===== src/rtl/dmem_access_ctrl.sv =====
// dmem_access_ctrl: MEM-stage data-memory access sequencer.
//
// Takes the MemRead/MemWrite decode, latches address/store data, runs a req/ack
// handshake with a variable-latency data memory, stalls the pipeline until the
// access completes, and presents load data for exactly one (DONE) cycle.
// A sticky error is raised if the memory does not answer within TIMEOUT cycles.
//
// Ports:
//   clk_i          clock, rising edge
//   rst_i          asynchronous active-low reset
//   MemRead_i      load request from MEM stage
//   MemWrite_i     store request from MEM stage
//   addr_i         effective address
//   wdata_i        store data
//   mem_req_o      registered request to memory
//   mem_we_o       registered write enable (1=write)
//   mem_addr_o     registered latched address
//   mem_wdata_o    registered latched store data
//   mem_ack_i      memory completion strobe
//   mem_rdata_i    memory read data, valid with mem_ack_i
//   stall_o        pipeline freeze
//   rdata_o        registered load result
//   rdata_valid_o  rdata_o valid (DONE cycle of a load)
//   err_o          sticky timeout flag
module dmem_access_ctrl #(
    parameter int unsigned ADDR_W  = 32,
    parameter int unsigned DATA_W  = 32,
    parameter int unsigned TIMEOUT = 16
) (
    input  logic              clk_i,
    input  logic              rst_i,
    input  logic              MemRead_i,
    input  logic              MemWrite_i,
    input  logic [ADDR_W-1:0] addr_i,
    input  logic [DATA_W-1:0] wdata_i,
    output logic              mem_req_o,
    output logic              mem_we_o,
    output logic [ADDR_W-1:0] mem_addr_o,
    output logic [DATA_W-1:0] mem_wdata_o,
    input  logic              mem_ack_i,
    input  logic [DATA_W-1:0] mem_rdata_i,
    output logic              stall_o,
    output logic [DATA_W-1:0] rdata_o,
    output logic              rdata_valid_o,
    output logic              err_o
);

    localparam int unsigned CntW = $clog2(TIMEOUT + 1);
    localparam logic [CntW-1:0] TimeoutLast = CntW'(TIMEOUT - 1);
    localparam logic [CntW-1:0] CntMax      = {CntW{1'b1}};

    typedef enum logic [1:0] {StIdle, StBusy, StDone} state_e;

    state_e            state_q, state_d;
    logic              req_q, req_d;
    logic              we_q, we_d;
    logic [ADDR_W-1:0] addr_q, addr_d;
    logic [DATA_W-1:0] wdata_q, wdata_d;
    logic [CntW-1:0]   cnt_q, cnt_d;
    logic [DATA_W-1:0] rdata_q, rdata_d;
    logic              rvalid_q, rvalid_d;
    logic              err_q, err_d;

    logic access;
    assign access = MemRead_i | MemWrite_i;

    always_comb begin
        state_d  = state_q;
        req_d    = req_q;
        we_d     = we_q;
        addr_d   = addr_q;
        wdata_d  = wdata_q;
        cnt_d    = cnt_q;
        rdata_d  = rdata_q;
        rvalid_d = 1'b0;
        err_d    = err_q;
        stall_o  = 1'b0;

        unique case (state_q)
            StIdle: begin
                // Combinational so the pipeline freezes in the cycle the access appears.
                stall_o = access;
                if (access) begin
                    addr_d  = addr_i;
                    wdata_d = wdata_i;
                    we_d    = MemWrite_i;   // write wins if both are set
                    req_d   = 1'b1;
                    cnt_d   = '0;
                    state_d = StBusy;
                end
            end
            StBusy: begin
                stall_o = 1'b1;
                if (cnt_q != CntMax) begin
                    cnt_d = cnt_q + CntW'(1);
                end
                // Ack takes priority over a coincident timeout.
                if (mem_ack_i) begin
                    req_d    = 1'b0;
                    rdata_d  = we_q ? '0 : mem_rdata_i;
                    rvalid_d = ~we_q;
                    state_d  = StDone;
                end else if (cnt_q >= TimeoutLast) begin
                    req_d    = 1'b0;
                    rdata_d  = '0;
                    rvalid_d = ~we_q;
                    err_d    = 1'b1;
                    state_d  = StDone;
                end
            end
            StDone: begin
                // Inputs deliberately ignored: the pipeline advances on this edge.
                state_d = StIdle;
            end
            default: begin
                state_d = StIdle;
            end
        endcase
    end

    always_ff @(posedge clk_i or negedge rst_i) begin
        if (!rst_i) begin
            state_q  <= StIdle;
            req_q    <= 1'b0;
            we_q     <= 1'b0;
            addr_q   <= '0;
            wdata_q  <= '0;
            cnt_q    <= '0;
            rdata_q  <= '0;
            rvalid_q <= 1'b0;
            err_q    <= 1'b0;
        end else begin
            state_q  <= state_d;
            req_q    <= req_d;
            we_q     <= we_d;
            addr_q   <= addr_d;
            wdata_q  <= wdata_d;
            cnt_q    <= cnt_d;
            rdata_q  <= rdata_d;
            rvalid_q <= rvalid_d;
            err_q    <= err_d;
        end
    end

    assign mem_req_o     = req_q;
    assign mem_we_o      = we_q;
    assign mem_addr_o    = addr_q;
    assign mem_wdata_o   = wdata_q;
    assign rdata_o       = rdata_q;
    assign rdata_valid_o = rvalid_q;
    assign err_o         = err_q;

endmodule


===== config.mk =====
export PLATFORM = sky130hd
export DESIGN_NAME = dmem_access_ctrl
export DESIGN_NICKNAME = d
export VERILOG_FILES = /design/src/rtl/dmem_access_ctrl.sv
export SDC_FILE = /design/constraint.sdc
export NUM_CORES = 1
export LEC_CHECK = 0
export ABC_CLOCK_PERIOD_IN_PS = 2300
export CORE_ASPECT_RATIO = 0.5
export CORE_MARGIN = 2
export CORE_UTILIZATION = 40
export DETAILED_ROUTE_END_ITERATION = 12
export GPL_TIMING_DRIVEN = 1
export PLACE_DENSITY = 0.89
export SYNTH_ARGS = -nofsm -noshare
export SYNTH_HDL_FRONTEND = slang
export SYNTH_SLANG_ARGS = --single-unit

===== constraint.sdc =====
create_clock -name clk_i -period 2.3 [get_ports clk_i]
set_input_delay 0.345 -clock clk_i [delete_from_list [all_inputs] [get_ports clk_i]]
set_output_delay 0.345 -clock clk_i [all_outputs]
set_load 0.02 [all_outputs]

**After elaboration in Yosys (flattened, before gate mapping)**

Index checks and enable logic that the tools add are counted.

- Bits in registers: 107
- Word-level logic and storage cells: 46
- Output and inout bits: 101
- Input port bits: 101

- Add/sub/neg operators: 1
- Magnitude comparators: 1
- Reductions and logical operators: 9
- Bitwise operators: 3
- Mux-type cells: 18
- Equal/unequal tests: 5

Operators with widths:

| operator | number |
|---|---|
| 32-bit two-way mux | 3 |
| 5-bit two-way mux | 2 |
| 5-bit one-hot mux with 2 select lines | 1 |
| 3-bit AND reduction | 3 |
| 1-bit two-way mux | 6 |
| 2-bit two-way mux | 3 |
| 2-bit AND reduction | 3 |
| 5-bit by 1-bit adder with 5-bit output, second input constant | 1 |
| 5-bit by 4-bit greater-or-equal comparator with 1-bit output, second input constant | 1 |
| 5-bit != test, second input constant | 1 |
| 2-bit != test, second input constant | 2 |
| 1-bit one-hot mux with 2 select lines | 2 |
| 2-bit one-hot mux with 2 select lines | 1 |
| 2-bit nonzero test | 2 |
| 3-bit != test, second input constant | 1 |
| 2-bit by 1-bit == test with 1-bit output, second input constant | 1 |
| 2-bit logical NOT | 1 |
| 1-bit inverter | 2 |
| 1-bit OR | 1 |

**Logic depth before layout (Yosys ltp)**

- Depth in word-level cells: 4
- Depth in mapped cells: 6
- Mapped depth without buffers: 6

**Least setup slack after synthesis**

Ideal clock, no wire load.

- Path kind: register to register
- Start point: register cnt_q[0]
- End point: register rdata_q[10] (netlist: rdata_o[10])
- Data required time: 2234 ps
- Setup time: 66 ps
- Path buffers: 1
- Arrival time: 1815 ps
- Cell stages (with the launch flop): 7
- Clock period less this slack: 1880 ps
- Path slack: 420 ps
- Path through: dfrtp_1 > ha_1 > and3_1 > ha_1 > o41ai_4 > buf_4 > a22o_1

- Cells in the longest elaborated chain, start to end: 3

Ends and longest elaborated chain:

| item | RTL line | source |
|---|---|---|
| from (decl) | 59 | `logic [CntW-1:0] cnt_q, cnt_d;` |
| from (signal assigned) | 138 | `cnt_q <= cnt_d;` |
| 5-bit by 4-bit greater-or-equal comparator with 1-bit output | 103 | `end else if (cnt_q >= TimeoutLast) begin` |
| 2-bit nonzero test (no line) | n/a |  |
| 2-bit AND reduction (no line) | n/a |  |
| to (signal assigned) | 139 | `rdata_q <= rdata_d;` |
| to (decl) | 60 | `logic [DATA_W-1:0] rdata_q, rdata_d;` |

No other way between the ends.
A chain may end at the register's enable or synchronous reset.

**Worst setup path in the final report**

- Start point: register state_q[0]
- End point: output stall_o

- Cells in the longest elaborated chain, start to end: 2
- Elaborated cells on any way between the ends: 3
- Classes of those cells: 1 x eq/ne; 1 x mux; 1 x reduce/logical

Ends and longest elaborated chain:

| item | RTL line | source |
|---|---|---|
| from (decl) | 54 | `state_e state_q, state_d;` |
| from (signal assigned) | 123 | `state_q <= StIdle;` |
| from (signal assigned) | 133 | `state_q <= state_d;` |
| 2-bit by 1-bit == test with 1-bit output / 2-bit logical NOT (equally long branches) | 79 | `unique case (state_q)` |
| 1-bit one-hot mux with 2 select lines * | 79 |  |
| to (decl) | 42 | `output logic stall_o,` |

Mark *: on every way between the ends. The rest lies on a longest branch, timed or not.

==> results.sh <==
export IMPL_finalWorstSetupSlack_ps=198
export IMPL_clockBufferDepth=2
export IMPL_ir_drop_mv=0.520
export IMPL_die_x_um=147
export IMPL_avgSynthCellArea_um2=15.8
export IMPL_worstSetupStartpoint="state_q[0]$_DFFE_PN0P_"
export IMPL_wl_um=11100
export IMPL_grt_max_degree=55
export IMPL_yosysMostFrequentCell="dfrtp_1"
export IMPL_synthArstFlopShare_pct=100
export IMPL_dp_cells=589
export IMPL_clkPwrFrac_pct=15.3
export IMPL_r2r_start="cnt_q[0]$_DFFE_PN0P_"
export IMPL_hold_buffers=0
export IMPL_rows=25
export IMPL_cp_num_buf_inv=1
export IMPL_htree_levels=3
export IMPL_path_cells="nor3_2 > nor2_1 > clkdlybuf4s50_1"
export IMPL_grt_pass1_vias=3164
export IMPL_finalSetupViolCount=0
export IMPL_grt_overflow=0
export IMPL_switching_power_mw=3.47
export IMPL_die_height_um=75.4
export IMPL_netlist_area_mm2=0.00408
export IMPL_critPathArrivalTime_ps=1760
export IMPL_synth_edf_count=0
export IMPL_p_int_mw=6.24
export IMPL_place_gp_congestion=0.798
export IMPL_cp_start_kind="flip-flop"
export IMPL_critPathRequiredTime_ps=1960
export IMPL_finalNonFillerCells=605
export IMPL_synth_top_cells_by_area="dfrtp_1, mux2_2, a22o_1, mux2_1, buf_4"
export IMPL_syn2layout_area_growth_pct=61.2
export IMPL_dpl_hpwl_um=8050
export IMPL_portBuffers=201
export IMPL_clock_skew_final_ps=6.34
export IMPL_first_iter_violations=148
export IMPL_critPathSlowestCell="clkdlybuf4s50_1"
export IMPL_min_path_type="in -> async"
export IMPL_coreArea_mm2=0.00967
export IMPL_cap_violations=0
export IMPL_tightest_slew_ps=718
export IMPL_diodes=0
export IMPL_switching_share_pct=35.7
export IMPL_final_max_slew_viol_count=0
export IMPL_drive_gt1_share_pct=16.0
export IMPL_p_leak_nw=2.82
export IMPL_synth_ff_type="dfrtp_1"
export IMPL_syn_inst=259
export IMPL_seqPwrFrac_pct=34.4
export IMPL_rsz0062_at_grt="false"
export IMPL_final_util_pct=68.1
export IMPL_path_max_fanout=8
export IMPL_num_vias=2984
export IMPL_max_slew_margin_pct=52.1
export IMPL_synthTopCellsByCount="dfrtp_1, mux2_2, a22o_1"
export IMPL_vias_per_cell=4.93
export IMPL_synth_seq_cells=107
export IMPL_fillers=668
export IMPL_ioPinCount=202
export IMPL_cts_sinks=107
export IMPL_holdWs_ps=56.1
export IMPL_timing_rr_end="rdata_o[4]$_DFFE_PN0P_"
export IMPL_insertion_delay_ps=340
export IMPL_ant_nets=0
export IMPL_yosysTopAreaCellShare_pct=65.6
export IMPL_grt_pass1_wl_um=16700
export IMPL_max_clock_freq_ghz=0.476
export IMPL_period_share_pct=91.4
export IMPL_rrSetupSlack_ps=310
export IMPL_place_ws_ps=125
export IMPL_crit_path_end_kind="output pin"
export IMPL_powerDensity_mw_per_mm2=1480
export IMPL_ys_warn_count=0
export IMPL_r2r_cells=6
export IMPL_cts_root_buf="clkbuf_16"
export IMPL_hold_violations=0
export IMPL_final_nets=569
export IMPL_syn_nets=363
export IMPL_initial_core_util_pct=42.2
export IMPL_path_class="reg -> out"
export IMPL_ys_seq_area_share_pct=65.6
export IMPL_finalSetupTns_ps=0
export IMPL_numCtsBuffers=9
export IMPL_path_depth=3
export IMPL_synth_top_area_cell="dfrtp_1"
export IMPL_synthDistinctLibCells=31
export IMPL_crit_family="buffers and inverters"
export IMPL_post_route_drc_count=0
export IMPL_wl_per_cell_um=18.3
export IMPL_cts_tree="built"
export IMPL_cts_reportedPaths_clkPinSlew_ps=70
export IMPL_die_area_mm2=0.0111
export IMPL_status="completed"
export IMPL_cp_slowest_stage_delay_ps=540
export IMPL_power_frac_comb_pct=50.3
export IMPL_globalRouteTotalUtil_pct=19.7
export IMPL_firstDrtPassIters=4
export IMPL_period_minus_slack_ps=2100
export IMPL_antenna_found_initial=0
-- per-stage QoR --
step,area [um2],total power [mW]
after global routing,6580,10.2
after global placement,6280,8.11
final,6580,9.71
after CTS,6570,9.81
after detailed placement,6280,8.27
after floorplan,4080,5.81
-- timing repair --
| item | CTS | global route |
|---|---|---|
| gates resized for setup | 0 | 1 |
| buffers inserted | 0 | 0 |
| endpoints found under the setup margin | 0 | 1 |
-- flip-flops by register name, indices dropped and copies added, names as in the netlist --
name,cells
mem_req_o,1
rdata_valid_o,1
state_q,2
mem_we_o,1
mem_wdata_o,32
mem_addr_o,32
err_o,1
cnt_q,5
rdata_o,32
-- layout by cell type, fill, tap and decap left out, drive strengths merged, types with 2 or more instances in the layout --
master	netlist	final
a21o	3	3
a22o	34	34
buf	13	8
clkbuf	0	15
clkdlybuf4s50	0	200
dfrtp	107	107
ha	3	3
inv	2	2
mux2	65	65
nand2	2	2
nand3	3	3
nor2	4	4
nor3	3	3
o21a	2	2
o21ai	2	2
or3	2	2
-- kinds of logic after synthesis --
logic type | Yosys count | synth area share (%)
AND/OR/NAND/NOR | 23 | 3.34
multiplexers | 65 | 17.9
adder cells (fa/ha/maj) | 3 | 0.920
flip-flops | 107 | 65.6
buffers and inverters | 15 | 2.36
AO/OA/AOI/OAI | 46 | 9.84
-- per-layer routing --
| metal | track usage, % | vias to the layer above | routed length, um |
|---|---|---|---|
| met2 | 37.9 | 77 | 6180 |
| met5 | 0 | - | 0 |
| met4 | 6.90 | 0 | 235 |
| met1 | 22.8 | 1530 | 4320 |
| met3 | 3.89 | 19 | 352 |
| li1 | - | 1358 | - |
-- area by class of cell --
class | count | area [um2] | share of cell area (%)
tap | 135 | 169 | 2.57
multi-input combinational | 137 | 1320 | 20.1
sequential | 107 | 2680 | 40.7
inverter | 2 | 7.51 | 0.114
clock buffer | 15 | 288 | 4.37
clock inverter | 1 | 5.00 | 0.0761
timing repair buffer | 208 | 2110 | 32.1
-- power by group through the flow --
stage	Sequential (mW)	Combinational, mW	Clock, mW
finish	3.34	4.89	1.49
global route	3.46	5.11	1.62
CTS	3.34	4.94	1.53
detailed placement	3.35	4.92	0
global placement	3.30	4.81	0
floorplan	4.40	1.41	0
-- worst max-delay path by stage --
stage                                    endpoint  slack [ps]
after global routing                      stall_o         120
after CTS                                 stall_o          80
after global placement                    stall_o         190
after detailed placement                  stall_o         130
after floorplan           rdata_o[10]$_DFFE_PN0P_         420
final                                     stall_o         200
(Power assumes the default switching activity.)
